$ cat src/rtl/cpu_pkg.sv
// Shared encodings for the pipeline: memory access sizes, write-back select and MEM FSM states.
package cpu_pkg;
    localparam logic [1:0] MEM_B  = 2'b00;
    localparam logic [1:0] MEM_H  = 2'b01;
    localparam logic [1:0] MEM_W  = 2'b10;

    localparam logic [1:0] WB_ALU = 2'b00;
    localparam logic [1:0] WB_MEM = 2'b01;
    localparam logic [1:0] WB_PC4 = 2'b10;

    typedef enum logic {ST_IDLE, ST_ACCESS} mem_state_t;

    // Size 11 behaves as a word access.
    function automatic logic is_aligned(input logic [1:0] size, input logic [1:0] addr);
        case (size)
            MEM_B:   return 1'b1;
            MEM_H:   return ~addr[0];
            default: return (addr == 2'b00);
        endcase
    endfunction
endpackage

$ cat src/rtl/load_ext.sv
// Picks the addressed byte/half out of a read word and sign- or zero-extends it.
// Purely combinational.
module load_ext
    import cpu_pkg::*;
(
    input  logic [31:0] i_rdata,
    input  logic [1:0]  i_addr,
    input  logic [1:0]  i_size,
    input  logic        i_uns,
    output logic [31:0] o_data
);
    logic [7:0]  w_byte;
    logic [15:0] w_half;

    always_comb begin
        w_byte = i_rdata[{i_addr, 3'b000} +: 8];
        w_half = i_rdata[{i_addr[1], 4'b0000} +: 16];
        case (i_size)
            MEM_B:   o_data = {{24{~i_uns & w_byte[7]}}, w_byte};
            MEM_H:   o_data = {{16{~i_uns & w_half[15]}}, w_half};
            default: o_data = i_rdata;
        endcase
    end
endmodule

$ cat src/rtl/mem_stage.sv
// Memory-access stage: EX/MEM register, request/ack data-memory FSM, store lane placement,
// load extension and the MEM/WB register. Stalls upstream while an access is outstanding.
module mem_stage
    import cpu_pkg::*;
#(
    parameter int XLEN = 32
) (
    input  logic            clk,
    input  logic            rst,
    input  logic            ex_valid,
    input  logic [XLEN-1:0] ex_alu_c,
    input  logic [XLEN-1:0] ex_st_data,
    input  logic            ex_mem_rd,
    input  logic            ex_mem_wr,
    input  logic [1:0]      ex_mem_size,
    input  logic            ex_mem_uns,
    input  logic [4:0]      ex_rd,
    input  logic            ex_rf_we,
    input  logic [1:0]      ex_wb_sel,
    input  logic [XLEN-1:0] ex_pc4,
    output logic            dm_req,
    output logic            dm_we,
    output logic [XLEN-1:0] dm_addr,
    output logic [XLEN-1:0] dm_wdata,
    output logic [3:0]      dm_be,
    input  logic            dm_ack,
    input  logic [XLEN-1:0] dm_rdata,
    output logic            mem_stall,
    output logic [XLEN-1:0] mem_alu_c,
    output logic [4:0]      mem_rd,
    output logic            mem_rf_we,
    output logic            mem_misalign,
    output logic            wb_valid,
    output logic            wb_rf_we,
    output logic [4:0]      wb_rd,
    output logic [XLEN-1:0] wb_wD
);
    logic            r_em_valid, r_em_mem_rd, r_em_mem_wr, r_em_mem_uns, r_em_rf_we;
    logic [XLEN-1:0] r_em_alu_c, r_em_st_data, r_em_pc4;
    logic [1:0]      r_em_mem_size, r_em_wb_sel;
    logic [4:0]      r_em_rd;
    mem_state_t      r_state, w_state_nxt;
    logic            r_wb_valid, r_wb_rf_we;
    logic [4:0]      r_wb_rd;
    logic [XLEN-1:0] r_wb_wD;

    logic            w_memop, w_aligned, w_need, w_stall, w_wb_valid;
    logic [XLEN-1:0] w_load, w_wD;

    assign w_memop   = r_em_valid & (r_em_mem_rd | r_em_mem_wr);
    assign w_aligned = is_aligned(r_em_mem_size, r_em_alu_c[1:0]);
    assign w_need    = w_memop & w_aligned;
    // Ack releases the stall in the same cycle so the result and the next instruction move together.
    assign w_stall   = w_need & ~((r_state == ST_ACCESS) & dm_ack);

    always_ff @(posedge clk) begin
        if (rst) begin
            r_em_valid    <= 1'b0;
            r_em_alu_c    <= '0;
            r_em_st_data  <= '0;
            r_em_mem_rd   <= 1'b0;
            r_em_mem_wr   <= 1'b0;
            r_em_mem_size <= 2'b00;
            r_em_mem_uns  <= 1'b0;
            r_em_rd       <= 5'd0;
            r_em_rf_we    <= 1'b0;
            r_em_wb_sel   <= 2'b00;
            r_em_pc4      <= '0;
        end else if (!w_stall) begin
            r_em_valid    <= ex_valid;
            r_em_alu_c    <= ex_alu_c;
            r_em_st_data  <= ex_st_data;
            r_em_mem_rd   <= ex_mem_rd;
            r_em_mem_wr   <= ex_mem_wr;
            r_em_mem_size <= ex_mem_size;
            r_em_mem_uns  <= ex_mem_uns;
            r_em_rd       <= ex_rd;
            r_em_rf_we    <= ex_rf_we;
            r_em_wb_sel   <= ex_wb_sel;
            r_em_pc4      <= ex_pc4;
        end
    end

    always_ff @(posedge clk) begin
        if (rst) r_state <= ST_IDLE;
        else     r_state <= w_state_nxt;
    end

    always_comb begin
        w_state_nxt = r_state;
        case (r_state)
            ST_IDLE:   if (w_need) w_state_nxt = ST_ACCESS;
            ST_ACCESS: if (dm_ack) w_state_nxt = ST_IDLE;
            default:   w_state_nxt = ST_IDLE;
        endcase
    end

    // Lane placement is driven from the held EX/MEM register, so it stays stable for the request.
    always_comb begin
        dm_wdata = r_em_st_data;
        dm_be    = 4'b1111;
        if (r_em_mem_wr) begin
            case (r_em_mem_size)
                MEM_B: begin
                    dm_wdata = {4{r_em_st_data[7:0]}};
                    dm_be    = 4'b0001 << r_em_alu_c[1:0];
                end
                MEM_H: begin
                    dm_wdata = {2{r_em_st_data[15:0]}};
                    dm_be    = 4'b0011 << r_em_alu_c[1:0];
                end
                default: ;
            endcase
        end
    end

    load_ext u_load_ext (
        .i_rdata (dm_rdata),
        .i_addr  (r_em_alu_c[1:0]),
        .i_size  (r_em_mem_size),
        .i_uns   (r_em_mem_uns),
        .o_data  (w_load)
    );

    always_comb begin
        case (r_em_wb_sel)
            WB_MEM:  w_wD = w_load;
            WB_PC4:  w_wD = r_em_pc4;
            default: w_wD = r_em_alu_c;
        endcase
    end

    assign w_wb_valid = r_em_valid & ~w_stall;

    always_ff @(posedge clk) begin
        if (rst) begin
            r_wb_valid <= 1'b0;
            r_wb_rf_we <= 1'b0;
            r_wb_rd    <= 5'd0;
            r_wb_wD    <= '0;
        end else begin
            r_wb_valid <= w_wb_valid;
            r_wb_rf_we <= w_wb_valid & r_em_rf_we & ~(w_memop & ~w_aligned);
            r_wb_rd    <= r_em_rd;
            r_wb_wD    <= w_wD;
        end
    end

    assign dm_req       = (r_state == ST_ACCESS);
    assign dm_we        = r_em_mem_wr;
    assign dm_addr      = {r_em_alu_c[XLEN-1:2], 2'b00};
    assign mem_stall    = w_stall;
    assign mem_misalign = w_memop & ~w_aligned;
    assign mem_alu_c    = r_em_alu_c;
    assign mem_rd       = r_em_rd;
    assign mem_rf_we    = r_em_rf_we & r_em_valid;
    assign wb_valid     = r_wb_valid;
    assign wb_rf_we     = r_wb_rf_we;
    assign wb_rd        = r_wb_rd;
    assign wb_wD        = r_wb_wD;
endmodule
$ cat config.mk
export PLATFORM = sky130hd
export DESIGN_NAME = mem_stage
export DESIGN_NICKNAME = d
export VERILOG_FILES = /design/src/rtl/cpu_pkg.sv /design/src/rtl/load_ext.sv /design/src/rtl/mem_stage.sv
export SDC_FILE = /design/constraint.sdc
export NUM_CORES = 1
export LEC_CHECK = 0
export ABC_AREA = 1
export BUFFER_PORTS_ARGS = -buffer_cell sky130_fd_sc_hd__clkbuf_2
export CORE_UTILIZATION = 48
export CTS_CLUSTER_SIZE = 30
export DETAILED_ROUTE_END_ITERATION = 8
export PLACE_DENSITY = 0.79
export RECOVER_POWER = 50
export SETUP_SLACK_MARGIN = 0.4
export SLEW_MARGIN = 10
export SYNTH_ARGS = -nofsm -noshare
export SYNTH_HDL_FRONTEND = slang
export SYNTH_SLANG_ARGS = --single-unit
$ cat constraint.sdc
create_clock -name clk -period 2 [get_ports clk]
set_clock_uncertainty 0.1 [all_clocks]
set_input_delay 0.2 -clock clk [delete_from_list [all_inputs] [get_ports clk]]
set_output_delay 0.2 -clock clk [all_outputs]
set_load 0.01 [all_outputs]
==> flow_summary_export.csv <==
group,metric,value,unit
cts,clk_latency,0.43,ns
layout,areaGrowthSynthToFinish,67.6,%
synth,yosysWarningCount,0,
route,vias,9044,
synth,yosys.area.top_type,"dfxtp_1",
route,routed_wl,31800,µm
cts,cts_buffer_depth,2,
global_routing,grt_first_pass_wirelength,44900,µm
sta,finalSetupViolations,1,
cts,clk_pin_slew_worst_paths,0.06,ns
sta,fmax,0.488,GHz
cts,h-tree-depth,4,
run,drv_cap,0,
synth,netlist_top_cells_area,"dfxtp_1, nand2_1, a21oi_1, buf_4, o21ai_0",
route,ant_nets,0,
sta,timing.final.crit_share,1.03,
die,rows,43,
layout,multi_input_area,3640,µm²
status,status,"finished with violations",
cts,cts_tree,"yes",
layout,post-route-util,0.820,
global_routing,antenna_found_initial,0,
die,ioPinCount,294,
sta,rsz0062_at_grt,"true",
cts,cts_buffers,17,
synth,synth_seq_cells,150,
die,die_area,14600,µm²
die,initial_core_util,0.489,
pwr,p_per_area,763,nW/µm²
critical_path,startpoint_type,"register",
layout,nFillCells,849,
global_routing,grt_overflow,0,
sta,fin_crit,2.05,ns
sta,slew_headroom,0.506,
synth,synth_cell_type_count,23,
route,drt-vias-per-instance,5.85,
critical_path,path_max_fanout,5,
worst_hold_path,hp-class,"in2reg",
layout,num_antenna_cells,0,
die,die_y,121,µm
sta,tightestPinTransition,0.742,ns
global_routing,grt_use_total,0.410,
pwr,power.leakage,0.00521,µW
critical_path,worstSetupEndpointType,"primary output",
route,drtIter0Drc,1037,
die,die_w,121,µm
cts,clock-sinks,150,
global_routing,grt_max_degree,115,
placement,portBuffers,291,
sta,fin_ws,-0.0500,ns
pwr,power,8660,µW
synth,synth-seq-area-share,0.444,
layout,drive_gt1_frac,0.323,
synth,syn_inst,966,
route,drc,0,
placement,dp_hpwl,14600,µm
status,violations,"setup timing",
global_routing,grt_pass1_vias,8527,
synth,avgSynthCellArea,7.01,µm²
sta,finalSetupTns,-0.0500,ns
sta,drv_slew,0,
route,wl_per_cell,20.6,µm
critical_path,crit_required,1.70,ns
sta,hold_viol,0,
placement,gp_congestion,0.933,
cts,cts-root-buf,"clkbuf_16",
die,core_area,13800,µm²
critical_path,critical_path_class,"reg2out",
synth,netlist_area,6770,µm²
layout,finalNetCount,1500,
route,dr.pass1.iters,7,
synth,synth_top_area_frac,0.444,
critical_path,critPathArrivalTime,1.75,ns
pwr,ir_worst_vdd,0.604,mV
layout,regArea,3020,µm²
[power by group]
group	leakage, µW	switching, µW	internal (µW)
Combinational	0.00368	1220	956
Clock	0.000281	1270	1820
Sequential	0.00125	172	3220
[cell usage after synthesis]
| master | instances |
|---|---|
| o211ai_2 | 1 |
| and2_1 | 1 |
| o2111ai_1 | 5 |
| buf_2 | 8 |
| nand2_1 | 327 |
| dfxtp_1 | 150 |
| o211ai_1 | 1 |
| buf_4 | 61 |
| ha_1 | 2 |
| nand3_1 | 13 |
| nor2_1 | 35 |
| nand3_2 | 3 |
| o21a_1 | 1 |
| conb_1 | 1 |
| inv_1 | 46 |
| buf_1 | 2 |
| o22ai_1 | 13 |
| o21ai_0 | 62 |
| inv_2 | 4 |
| or2_2 | 7 |
| a21oi_1 | 185 |
| clkbuf_1 | 37 |
| nor2_4 | 1 |
[per-stage QoR]
step	hold WS, ns	setup slack (ns)	std cells	cell area, µm²
2_1_floorplan	0.224	0.346	967	6770
3_3_place_gp	0.312	0.194	1353	8070
3_5_place_dp	0.314	0.140	1353	8070
4_1_cts	0.0557	0.163	1542	11100
5_1_grt	0.0732	-0.0561	1545	11300
6_report	0.0816	-0.0500	1545	11300
[layout by cell type (no fill, tap or decap), types with 21 or more instances in the layout]
cell and n:
o21ai_0 24, dfxtp_1 146, dlygate4sd3_1 111, o21ai_1 32
a21oi_2 70, nand2_1 282, nand2_2 22, a21oi_1 114
clkbuf_1 116, nand2_4 21, inv_1 43, nor2_1 34
clkbuf_2 154
[worst max-delay path, cell delays in order, from the launching register on]
cell and delay (ns):
dfxtp_4 0.38, inv_6 0.09, nand2_8 0.07, buf_8 0.14
o22ai_2 0.17, nand2_1 0.12, o21ai_1 0.14, buf_2 0.20
[final timing paths]
path | start | end | slack, ns | cells after the start
setup / recovery | r_em_mem_size[1] | dm_wdata[14] | -0.05 | 7
hold / removal | dm_rdata[19] | wb_wD[19] | 0.08 | 5
setup reg to reg | mem_alu_c[1] | wb_wD[12] | 0.05 | 7
hold reg to reg | mem_rd[3] | wb_rd[3] | 0.36 | 2
[cell families (layout without fill, tap and decap cells)]
kind of cell	count (synthesis)	in the layout	synth area share
AO/OA/AOI/OAI	268	268	0.205
adder cells (fa/ha/maj)	2	2	0.00370
buffers and inverters	158	555	0.123
flip-flops	150	150	0.444
other	1	2	0.000554
AND/OR/NAND/NOR	387	388	0.224
[registers in the layout (all words and copies together), names as in the netlist, 2 cells and up]
name and count:
mem_alu_c 32, mem_rd 5, r_em_wb_sel 2, wb_rd 5, r_em_st_data 32, r_em_mem_size 2, wb_wD 32, r_em_pc4 32
[layer usage]
layer	part of all wire	GRT usage
met3	0.10	0.109
met4	0.075	0.285
met5	0	0
met1	0.36	0.469
met2	0.47	0.667
[cell type report]
cell class / instances / share of cell area
clock inverter: 9 / 0.00673
clock buffer: 22 / 0.0427
multi-input combinational: 660 / 0.321
sequential: 150 / 0.266
tap: 180 / 0.0199
timing repair buffer: 473 / 0.325
inverter: 50 / 0.0185
timing repair inverter: 1 / 0.000331
[repair_timing]
action / CTS / global route
cloned: 21 / 0
hold endpoints to repair: 111 / 0
endpoints found under the setup margin: 174 / 176
hold buffers: 111 / 0
buffers inserted: 26 / 3
gates resized for setup: 169 / 168
pin swaps: 33 / 17
(Power assumes the default switching activity.)
